==> config.mk <==
export PLATFORM = sky130hd
export DESIGN_NAME = record_core_flat
export DESIGN_NICKNAME = d
export VERILOG_FILES = /design/src/rtl/record_if.sv /design/src/rtl/record_core.sv /design/src/flat_wrapper.sv
export SDC_FILE = /design/constraint.sdc
export NUM_CORES = 1
export LEC_CHECK = 0
export ABC_CLOCK_PERIOD_IN_PS = 5160
export CORE_UTILIZATION = 51
export CTS_CLUSTER_SIZE = 14
export DETAILED_ROUTE_END_ITERATION = 12
export GPL_ROUTABILITY_DRIVEN = 0
export HOLD_SLACK_MARGIN = 0.08
export PLACE_DENSITY = 0.84
export SETUP_SLACK_MARGIN = 0.1
export SYNTH_ARGS = -nofsm -noshare
export SYNTH_HDL_FRONTEND = slang
export SYNTH_SLANG_ARGS = --single-unit
==> constraint.sdc <==
create_clock -name i_clk -period 5.16 [get_ports i_clk]
set_clock_uncertainty 0.2 [all_clocks]
set_input_delay 1.548 -clock i_clk [delete_from_list [all_inputs] [get_ports i_clk]]
set_output_delay 1.548 -clock i_clk [all_outputs]
set_load 0.005 [all_outputs]
==> src/rtl/record_if.sv <==
// Capture-path bus: audio sample stream in (valid/ready), single-beat SDRAM writes out.
// master = capture core, slave = audio receiver / SDRAM side.
interface record_if;
    logic        rec_write;
    logic [22:0] rec_addr;
    logic [31:0] rec_writedata;
    logic        rec_sdram_finished;
    logic        rec_audio_valid;
    logic [31:0] rec_audio_data;
    logic        rec_audio_ready;

    modport master (
        output rec_write, rec_addr, rec_writedata, rec_audio_ready,
        input  rec_sdram_finished, rec_audio_valid, rec_audio_data
    );
    modport slave (
        input  rec_write, rec_addr, rec_writedata, rec_audio_ready,
        output rec_sdram_finished, rec_audio_valid, rec_audio_data
    );
endinterface

==> src/rtl/record_core.sv <==
// Recording engine: decimates the incoming stereo stream, buffers kept samples and writes
// them to SDRAM at base+1.., then writes the length header (words + 1) at base on stop.
module record_core #(
    parameter int          DECIM      = 2,
    parameter int          FIFO_DEPTH = 4,
    parameter logic [22:0] MAX_LEN    = 23'h7FFFFE
) (
    input  logic        i_clk,
    input  logic        i_rst,
    input  logic        rec_start,
    input  logic [22:0] rec_base,
    input  logic        rec_stop,
    output logic        rec_done,
    output logic        rec_overflow,
    record_if.master    bus
);
    localparam int PW = (DECIM > 1) ? $clog2(DECIM) : 1;
    localparam int AW = (FIFO_DEPTH > 1) ? $clog2(FIFO_DEPTH) : 1;
    localparam int OW = AW + 1;

    typedef enum logic [2:0] {S_IDLE, S_CAPTURE, S_FLUSH, S_HEADER, S_DONE} state_t;

    state_t        r_state, w_next;
    logic [22:0]   r_base, r_wptr, r_count;
    logic [PW-1:0] r_phase;
    logic [31:0]   r_mem [FIFO_DEPTH];
    logic [AW-1:0] r_rd, r_wr;
    logic [OW-1:0] r_occ;
    logic          r_write, r_overflow;
    logic [22:0]   r_addr;
    logic [31:0]   r_wdata;

    logic w_ready, w_done, w_start, w_len_full, w_full, w_empty;
    logic w_drain_st, w_push, w_pop, w_accept, w_issue;

    assign w_start    = (r_state == S_IDLE) && rec_start;
    assign w_len_full = (r_count == MAX_LEN);
    assign w_full     = (r_occ == OW'(FIFO_DEPTH));
    assign w_empty    = (r_occ == '0);
    assign w_drain_st = (r_state == S_CAPTURE) || (r_state == S_FLUSH);
    assign w_push     = w_ready && bus.rec_audio_valid && (r_phase == '0) && !w_len_full;
    // The head entry stays in the FIFO until the SDRAM accepts it, so pop on finish.
    assign w_pop      = w_drain_st && r_write && bus.rec_sdram_finished;
    assign w_accept   = w_push && (!w_full || w_pop);
    assign w_issue    = w_drain_st && !r_write && !w_empty && !w_len_full;

    always_ff @(posedge i_clk or posedge i_rst) begin
        if (i_rst) r_state <= S_IDLE;
        else       r_state <= w_next;
    end

    always_comb begin
        w_next  = r_state;
        w_ready = 1'b0;
        w_done  = 1'b0;
        case (r_state)
            S_IDLE:    if (rec_start) w_next = S_CAPTURE;
            S_CAPTURE: begin
                w_ready = 1'b1;
                if (rec_stop || w_len_full) w_next = S_FLUSH;
            end
            // Entries beyond MAX_LEN are abandoned; the FIFO is cleared on the next start.
            S_FLUSH:   if (!r_write && (w_empty || w_len_full)) w_next = S_HEADER;
            S_HEADER:  if (r_write && bus.rec_sdram_finished) w_next = S_DONE;
            S_DONE: begin
                w_done = 1'b1;
                w_next = S_IDLE;
            end
            default:   w_next = S_IDLE;
        endcase
    end

    always_ff @(posedge i_clk) begin
        if (w_accept) r_mem[r_wr] <= bus.rec_audio_data;
    end

    always_ff @(posedge i_clk or posedge i_rst) begin
        if (i_rst) begin
            r_base     <= '0;
            r_wptr     <= '0;
            r_count    <= '0;
            r_phase    <= '0;
            r_rd       <= '0;
            r_wr       <= '0;
            r_occ      <= '0;
            r_overflow <= 1'b0;
            r_write    <= 1'b0;
            r_addr     <= '0;
            r_wdata    <= '0;
        end else begin
            if (w_start) begin
                r_base     <= rec_base;
                r_wptr     <= rec_base + 23'd1;
                r_count    <= '0;
                r_phase    <= '0;
                r_rd       <= '0;
                r_wr       <= '0;
                r_occ      <= '0;
                r_overflow <= 1'b0;
            end else begin
                if (w_ready && bus.rec_audio_valid)
                    r_phase <= (r_phase == PW'(DECIM - 1)) ? '0 : r_phase + PW'(1);
                if (w_push && w_full && !w_pop) r_overflow <= 1'b1;
                if (w_accept) r_wr <= r_wr + AW'(1);
                if (w_pop) begin
                    r_rd    <= r_rd + AW'(1);
                    r_wptr  <= r_wptr + 23'd1;
                    r_count <= r_count + 23'd1;
                end
                r_occ <= r_occ + OW'(w_accept) - OW'(w_pop);
            end
            // Address/data are latched at issue and held until the SDRAM finishes.
            if (r_write) begin
                if (bus.rec_sdram_finished) r_write <= 1'b0;
            end else if (w_issue) begin
                r_write <= 1'b1;
                r_addr  <= r_wptr;
                r_wdata <= r_mem[r_rd];
            end else if (r_state == S_HEADER) begin
                r_write <= 1'b1;
                r_addr  <= r_base;
                r_wdata <= {9'b0, r_count + 23'd1};
            end
        end
    end

    assign bus.rec_write       = r_write;
    assign bus.rec_addr        = r_addr;
    assign bus.rec_writedata   = r_wdata;
    assign bus.rec_audio_ready = w_ready;
    assign rec_overflow        = r_overflow;
    assign rec_done            = w_done;
endmodule
==> src/flat_wrapper.sv <==
// flat-port wrapper written by rule: the top's interface ports become plain ports
module record_core_flat 
#(
    parameter int          DECIM      = 2,
    parameter int          FIFO_DEPTH = 4,
    parameter logic [22:0] MAX_LEN    = 23'h7FFFFE
)
  (i_clk, i_rst, rec_start, rec_base, rec_stop, rec_done, rec_overflow, bus_rec_write, bus_rec_addr, bus_rec_writedata, bus_rec_audio_ready, bus_rec_sdram_finished, bus_rec_audio_valid, bus_rec_audio_data);
  record_if bus_i ();
  input  logic i_clk;
  input  logic i_rst;
  input  logic rec_start;
  input  logic [22:0] rec_base;
  input  logic rec_stop;
  output logic rec_done;
  output logic rec_overflow;
  output wire logic [$bits(bus_i.rec_write)-1:0] bus_rec_write;
  output wire logic [$bits(bus_i.rec_addr)-1:0] bus_rec_addr;
  output wire logic [$bits(bus_i.rec_writedata)-1:0] bus_rec_writedata;
  output wire logic [$bits(bus_i.rec_audio_ready)-1:0] bus_rec_audio_ready;
  input wire logic [$bits(bus_i.rec_sdram_finished)-1:0] bus_rec_sdram_finished;
  input wire logic [$bits(bus_i.rec_audio_valid)-1:0] bus_rec_audio_valid;
  input wire logic [$bits(bus_i.rec_audio_data)-1:0] bus_rec_audio_data;
  assign bus_rec_write = bus_i.rec_write;
  assign bus_rec_addr = bus_i.rec_addr;
  assign bus_rec_writedata = bus_i.rec_writedata;
  assign bus_rec_audio_ready = bus_i.rec_audio_ready;
  assign bus_i.rec_sdram_finished = bus_rec_sdram_finished;
  assign bus_i.rec_audio_valid = bus_rec_audio_valid;
  assign bus_i.rec_audio_data = bus_rec_audio_data;
  record_core #(.DECIM(DECIM), .FIFO_DEPTH(FIFO_DEPTH), .MAX_LEN(MAX_LEN)) u_core (.i_clk(i_clk), .i_rst(i_rst), .rec_start(rec_start), .rec_base(rec_base), .rec_stop(rec_stop), .rec_done(rec_done), .rec_overflow(rec_overflow), .bus(bus_i));
endmodule
# Word-level counts from Yosys, hierarchy flattened
# Memories as Yosys holds them, arrays and structs flattened.
# Index checks and enable logic that the tools add are counted.
# word_totals
input_bits,61
ramBits,128
register_bits,137
wordCells,96
n_memories,1
out_inout_bits,59
# classes
add_sub_neg,8
n_reduce_logical,32
n_mux,31
n_bitwise,2
eq_ne,10
# memory_table
memory,depth,width,rd,rd_clocked_by_memory_dff,wr,line_no,source
u_core.r_mem,4,32,1,0,1,record_core.sv:26,logic [31:0] r_mem [FIFO_DEPTH];
# op_table
cell,n
$mux W23,6
$add A23 B1 Y23 const B,3
$mux W32,2
$eq A23 B23 Y1 const B,1
$mux W3,5
$logic_and A1 B1 Y1,14
$mux W1,13
$pmux W3 S4,1
$reduce_bool A2 Y1,5
$mux W2,4
$eq A3 B2 Y1 const B,2
$eq A3 B3 Y1 const B,2
$logic_not A3 Y1,2
$ne A2 B2 Y1 const B,3
$logic_not A1 Y1,5
$add A2 B1 Y2 const B,2
$logic_or A1 B1 Y1,4
$reduce_and A4 Y1,1
$add A3 B1 Y3,1
$eq A3 B1 Y1 const B,1
$sub A3 B1 Y3,1
$ne A2 B1 Y1 const B,1
$not A1 Y1,2
$reduce_and A2 Y1,1
$add A1 B1 Y1 const B,1

# Depth between registers and ports, before layout
# Gate-level depths: netlist (run 1).
# depth
word_depth,9
ltp_mapped,15
mapped_depth_nobuf,12

# Worst setup path before layout (run 1)
# No wires, ideal clock.
# synth_path
kind,in2reg
startpoint,in rec_start
endpoint,reg u_core.r_wptr[22]
path_buffers,2
cell_stages,12
t_arrival_ps,4225
path_slack_ps,597
t_required_ps,4821
cell_sequence,nor4b_2 > clkbuf_1 > buf_1 > nand2_1 > nand2_1 > ha_1 > nand3_1 > nor4_4 > o22ai_1 > nor3b_1 > xnor2_1 > mux2i_1
# synth_between
elab_chain_cells,2
# synth_rtl
element,line_no,source
from (decl),flat_wrapper.sv:12,input logic rec_start;
$logic_and A1 B1 Y1 (*),record_core.sv:36,assign w_start = (r_state == S_IDLE) && rec_start;
$mux W23 / $reduce_bool A2 Y1 (equally long branches),-,
to (signal assigned),record_core.sv:93,r_wptr <= rec_base + 23'd1;
to (signal assigned),record_core.sv:107,r_wptr <= r_wptr + 23'd1;
to (decl),record_core.sv:24,"logic [22:0] r_base, r_wptr, r_count;"
# Mark *: on every way between the ends. The rest lies on a longest branch, timed or not.
# A chain may end at the register's enable or synchronous reset.

# Final worst setup path (run 1)
# Ends and elaborated chain as after synthesis.

==> flow_metrics.tcl, run 1 <==
set metrics [dict create \
    die_area_um2 23700 \
    wl_um 27000 \
    grt_pass1_wl_um 43500 \
    synth_edf_count 128 \
    cts_setup_buffers 0 \
    holdWs_ps 271 \
    cts_tree "built" \
    worstPathRequired_ps 5360 \
    switching_share_pct 33.6 \
    synth_top_cell_area_share_pct 32.6 \
    p_int_mw 5.21 \
    syn_nets 1049 \
    num_vias 8287 \
    yosysTopAreaCell "edfxtp_1" \
    nets 1156 \
    startpoint "rec_start" \
    place_ws_ps 297 \
    start_util_pct 52.0 \
    routedWlPerCell_um 19.4 \
    cts_hold_buf 0 \
    postCtsResizedCells 0 \
    ys_seq_area_share_pct 61.7 \
    clkTransAtPathRegs_ps 60 \
    synth.distinct_cells 54 \
    cts_sinks 265 \
    fp.dieW_um 154 \
    grt_pass1_vias 8288 \
    ant_nets 0 \
    antenna_found_initial 0 \
    io_buffers 119 \
    gr-total-overflow 0 \
    status "completed" \
    min_period_ps 4360 \
    leakage_nw 5.44 \
    cts_root_buffer "clkbuf_16" \
    drc 0 \
    cts_buffer_depth 3 \
    hold_viol 0 \
    cp-end-kind "register" \
    drv_cap 0 \
    p_comb_share_pct 33.6 \
    yosys-top-cells-count "nand2_1, dfrtp_1, edfxtp_1" \
    syn-cell-area_um2 11800 \
    arrival_ps 4560 \
    slew-limit-headroom_pct 25.8 \
    r2r_start "u_core.r_count[4]" \
    fin_util_pct 62.7 \
    synthFlopType "dfrtp_1" \
    ios 120 \
    drt_iter0_drc 668 \
    layout_setup_ws_ps 799 \
    cp-start-kind "input pin" \
    syn_area_per_cell_um2 12.0 \
    hold_class "register to register" \
    setup_viol 0 \
    power.switching_mw 2.64 \
    p_per_area_nw_per_um2 553 \
    grt_usage_pct 23.3 \
    htreeDepth 1 \
    syn2layout_area_growth_pct 20.5 \
    total_power_mw 7.85 \
    worst_pin_slew_ps 1100 \
    n_fill_cell 1669 \
    yosysWarnings 0 \
    cp_slowest_cell "nor4_1" \
    ys_top_cells_by_area "edfxtp_1, dfrtp_1, mux4_2, nand2_1, xnor2_1" \
    maxSlewViolCount 0 \
    diodes 0 \
    path_cells "clkdlybuf4s50_1 -> nor4b_4 -> nand2_1 -> nand2_1 -> ha_1 -> nand3_1 -> nor4_1 -> o22ai_1 -> nor3b_1 -> xnor2_1 -> mux2i_1" \
    synthArstFlopShare_pct 51.7 \
    post-synth-top-count-cell "nand2_1" \
    die_h_um 154 \
    fin_crit_sh_pct 84.5 \
    hp-start "u_core.bus.rec_addr[12]" \
    grt_max_degree 138 \
    cp_slowest_stage_delay_ps 570 \
    p_seq_share_pct 40.3 \
    ys_seq_elements 265 \
    syn_inst 979 \
    fin_setup_tns_ps 0 \
    std_cell_rows 55 \
    crit_path_frequent_cell "nand2_1" \
    pwr-share-clk_pct 26.1 \
    crit_type "input pin to register" \
    max_clock_freq_mhz 229 \
    hpwl_um 16800 \
    drtPass1Iterations 8 \
    numCtsBuffers 27 \
    rsz0062_at_grt "no" \
    seqCellArea_um2 7270 \
    worst-path-max-fanout 6 \
    multiInputGateArea_um2 4250 \
    clock_latency_ps 550 \
    vias_per_cell 5.96 \
    core_um2 22600 \
    layout-drive-gt1-share_pct 10.6 \
    vdd_drop_max_mv 0.397 \
]
## cell families after synthesis
| family | after synthesis | share of synthesized area (%) |
|---|---|---|
| AO/OA/AOI/OAI | 133 | 7.38 |
| XOR/XNOR | 70 | 5.20 |
| adder cells (fa/ha/maj) | 9 | 1.02 |
| buffers and inverters | 70 | 2.44 |
| flip-flops | 265 | 61.7 |
| multiplexers | 42 | 6.99 |
| AND/OR/NAND/NOR | 390 | 15.3 |
## worst max-delay path, delay by kind of cell
kind	cells	cell delay (ps)
XOR/XNOR	1	180
AO/OA/AOI/OAI	1	260
adder cells (fa/ha/maj)	1	310
multiplexers	1	110
AND/OR/NAND/NOR	6	1600
buffers and inverters	1	550
## final cells by class
class                   count  share of cell area, %
flip-flops and latches    265                   51.2
multi-input cells         644                   29.9
repair buffers            135                   9.41
clock buffers              35                   5.11
well taps                 285                   2.51
clock inverters            14                   1.46
inverters                  13                  0.370
## power by group through the flow
stage,Sequential [mW],Combinational [mW],Clock [mW]
after floorplan,3.05,1.72,0
after global placement,3.17,2.55,0
after detailed placement,3.19,2.64,0
after CTS,3.16,2.67,2.08
after global routing,3.22,2.92,2.17
final,3.17,2.63,2.05
## flip-flops by register name, indices dropped and copies added (netlist names), 2 cells and up
register	count
u_core.r_occ	3
u_core.bus.rec_writedata	32
u_core.r_wr	2
u_core.r_wptr	23
u_core.r_mem	128
u_core.r_state	3
u_core.r_count	23
u_core.r_rd	2
u_core.bus.rec_addr	23
u_core.r_base	23
## metrics by stage
stage | std cells | area (um^2)
after floorplan | 979 | 11800
after global placement | 1342 | 13300
after detailed placement | 1342 | 13300
after CTS | 1391 | 14200
after global routing | 1391 | 14200
final | 1391 | 14200
## path summary, 6_finish.rpt
check | to | slack [ps] | cells after the start
setup / recovery | u_core.r_wptr[22] | 800 | 11
hold / removal | u_core.bus.rec_addr[12] | 270 | 2
setup reg to reg | u_core.bus.rec_writedata[0] | 1660 | 6
hold reg to reg | u_core.bus.rec_addr[12] | 270 | 2
max in group asynchronous | u_core.r_rd[0] | 2780 | 3
min in group asynchronous | u_core.bus.rec_addr[3] | 1370 | 3
## layer usage
| layer | up-vias | global-route usage, % | share of wire, % |
|---|---|---|---|
| met4 | 0 | 8.43 | 2.8 |
| met3 | 58 | 3.86 | 7.1 |
| li1 | 3755 | - | - |
| met1 | 4115 | 30.8 | 41 |
| met5 | - | 0 | 0 |
| met2 | 359 | 39.0 | 49 |
## placed cells by master, fill, tap and decap left out, types with 3 or more instances in the layout
master / n
and3_1: 12
clkbuf_16: 27
clkdlybuf4s50_1: 119
nor3_1: 13
mux4_2: 32
o21ai_0: 40
a22oi_1: 22
buf_4: 14
edfxtp_1: 128
xor2_1: 20
nand4_1: 20
a31oi_1: 3
nand2_1: 190
o31ai_1: 3
dfrtp_1: 136
and2_1: 5
clkinv_2: 6
mux2i_1: 8
o22ai_1: 13
xnor2_1: 50
clkbuf_1: 6
o221a_2: 4
nor3b_1: 6
bufinv_16: 5
inv_1: 12
ha_1: 8
nor2_1: 77
a21oi_1: 23
a21o_1: 3
o211ai_1: 6
a31o_2: 7
nor4_1: 11
nand3_1: 38
Power figures use the tool's default switching activity.
==> run 2, diff against run 1 <==
--- a/config.mk
+++ b/config.mk
@@ -5,13 +5,13 @@
 export SDC_FILE = /design/constraint.sdc
 export NUM_CORES = 1
 export LEC_CHECK = 0
-export ABC_CLOCK_PERIOD_IN_PS = 5160
-export CORE_UTILIZATION = 51
+export ABC_CLOCK_PERIOD_IN_PS = 4390
+export CORE_UTILIZATION = 57
 export CTS_CLUSTER_SIZE = 14
 export DETAILED_ROUTE_END_ITERATION = 12
 export GPL_ROUTABILITY_DRIVEN = 0
 export HOLD_SLACK_MARGIN = 0.08
-export PLACE_DENSITY = 0.84
+export PLACE_DENSITY = 0.88
 export SETUP_SLACK_MARGIN = 0.1
 export SYNTH_ARGS = -nofsm -noshare
 export SYNTH_HDL_FRONTEND = slang
==> constraint.sdc (replaced) <==
create_clock -name i_clk -period 4.39 [get_ports i_clk]
set_clock_uncertainty 0.2 [all_clocks]
set_input_delay 1.317 -clock i_clk [delete_from_list [all_inputs] [get_ports i_clk]]
set_output_delay 1.317 -clock i_clk [all_outputs]
set_load 0.005 [all_outputs]
==> flow_metrics.tcl, run 2 (synthesis results as in run 1) <==
set metrics [dict create \
    status "completed" \
    hold_viol 0 \
    maxSlewViolCount 0 \
    top_register "u_core.r_mem" \
    die_h_um 146 \
    cp_slowest_stage_delay_ps 580 \
    slew-limit-headroom_pct 31.3 \
    start_util_pct 58.2 \
    final_common_cell "nand2_1" \
    fin_util_pct 70.5 \
    drt_iter0_drc 669 \
    clock_latency_ps 570 \
    ant_nets 0 \
    grt_usage_pct 27.4 \
    leakage_nw 5.47 \
    ios 120 \
    worst_pin_slew_ps 1020 \
    crit_type "input pin to register" \
    grt_pass1_vias 8599 \
    cp_slowest_cell "clkdlybuf4s50_1" \
    antenna_found_initial 0 \
    setup_viol 0 \
    htreeDepth 1 \
    vias_per_cell 6.05 \
    num_vias 8391 \
    drv_cap 0 \
    largest_register_ffs 128 \
    worstPathRequired_ps 4580 \
    io_buffers 119 \
    grt_max_degree 65 \
    place_inst 1336 \
    postCtsResizedCells 0 \
    max_clock_freq_mhz 260 \
    drtPass1Iterations 5 \
    nets 1166 \
    min_period_ps 3850 \
    cts_setup_buffers 0 \
    diodes 0 \
    final_cell_mix "nand2_1, dfrtp_1, edfxtp_1, clkdlybuf4s50_1, nor2_1" \
    instances_no_fill 1387 \
    place_area_um2 13400 \
    cts_root_buffer "clkbuf_16" \
    gr-total-overflow 0 \
    layout-drive-gt1-share_pct 11.5 \
    drc 0 \
    post-route-cell-area_um2 14300 \
    holdWs_ps 271 \
    numCtsBuffers 28 \
    p_per_area_nw_per_um2 643 \
    grt_pass1_wl_um 45500 \
    place_ws_ps 164 \
    rsz0062_at_grt "no" \
    total_power_mw 9.16 \
    clkTransAtPathRegs_ps 60 \
    worst-path-max-fanout 5 \
    hold_class "register to register" \
    wl_um 28300 \
    syn2layout_area_growth_pct 21.0 \
    cp-end-kind "register" \
    cts_sinks 265 \
    layout_setup_ws_ps 544 \
    cp-start-kind "input pin" \
    fin_setup_tns_ps 0 \
    hpwl_um 17800 \
    core_um2 20200 \
    path_cells "clkdlybuf4s50_1 -> or4b_4 -> nand2_1 -> nand2_1 -> ha_1 -> nand3_1 -> nor4_1 -> buf_4 -> o22ai_1 -> nor3_1 -> xnor2_1 -> mux2i_1" \
    multiInputGateArea_um2 4250 \
    die_area_um2 21300 \
    n_fill_cell 1326 \
    cts_hold_buf 0 \
    fin_crit_sh_pct 87.6 \
    cts_tree "built" \
    vdd_drop_max_mv 0.450 \
    cts_buffer_depth 3 \
    routedWlPerCell_um 20.4 \
    std_cell_rows 52 \
    arrival_ps 4030 \
    fp.dieW_um 146 \
    crit_path_frequent_cell "nand2_1" \
    seqCellArea_um2 7270 \
]
==> run 2: cell types whose count changed in the layout (fill, tap and decap cells not counted), sizes merged <==
cell / previous run / this run
clkinv: 8 / 13
buf: 16 / 25
clkbuf: 35 / 37
inv: 13 / 12
bufinv: 5 / 1
==> run 2: final cells by class <==
| cell class | instances | share of cell area (%) |
|---|---|---|
| inverters | 13 | 0.369 |
| flip-flops and latches | 265 | 51.0 |
| repair buffers | 144 | 10.2 |
| clock inverters | 14 | 0.851 |
| well taps | 270 | 2.37 |
| clock buffers | 37 | 5.36 |
| multi-input cells | 644 | 29.8 |
==> run 2: path summary, 6_finish.rpt <==
kind | start | end | slack (ps) | cells past startpoint
worst max-delay path | rec_start | u_core.r_wptr[18] | 540 | 12
worst min-delay path | u_core.bus.rec_addr[21] | u_core.bus.rec_addr[21] | 270 | 2
worst max register to register | u_core.r_count[0] | u_core.r_occ[2] | 1220 | 12
worst min register to register | u_core.bus.rec_addr[21] | u_core.bus.rec_addr[21] | 270 | 2
max in group asynchronous | i_rst | u_core.r_state[1] | 2130 | 3
min in group asynchronous | i_rst | u_core.bus.rec_writedata[7] | 1060 | 2
==> run 2: metal layers <==
layer / vias up / wire length, um / global-route usage [%]
met1: 4144 / 11100 / 34.9
met3: 81 / 1810 / 4.39
met2: 412 / 14400 / 47.0
met4: 0 / 963 / 11.1
li1: 3754 / - / -
met5: - / 0 / 0
==> run 2: worst max-delay path, delay by kind of cell <==
kind / cells / cell delay [ps]
simple gates: 6 / 970
buf+inv: 2 / 750
compound gates: 1 / 360
fa+ha+maj: 1 / 250
xor+xnor: 1 / 230
mux: 1 / 140
==> run 2: report_power, final <==
part	switching (mW)	total, mW	internal (mW)
combinational	1.63	3.10	1.47
sequential	0.591	3.81	3.22
clock	0.966	2.25	1.29
total	3.19	9.16	5.98
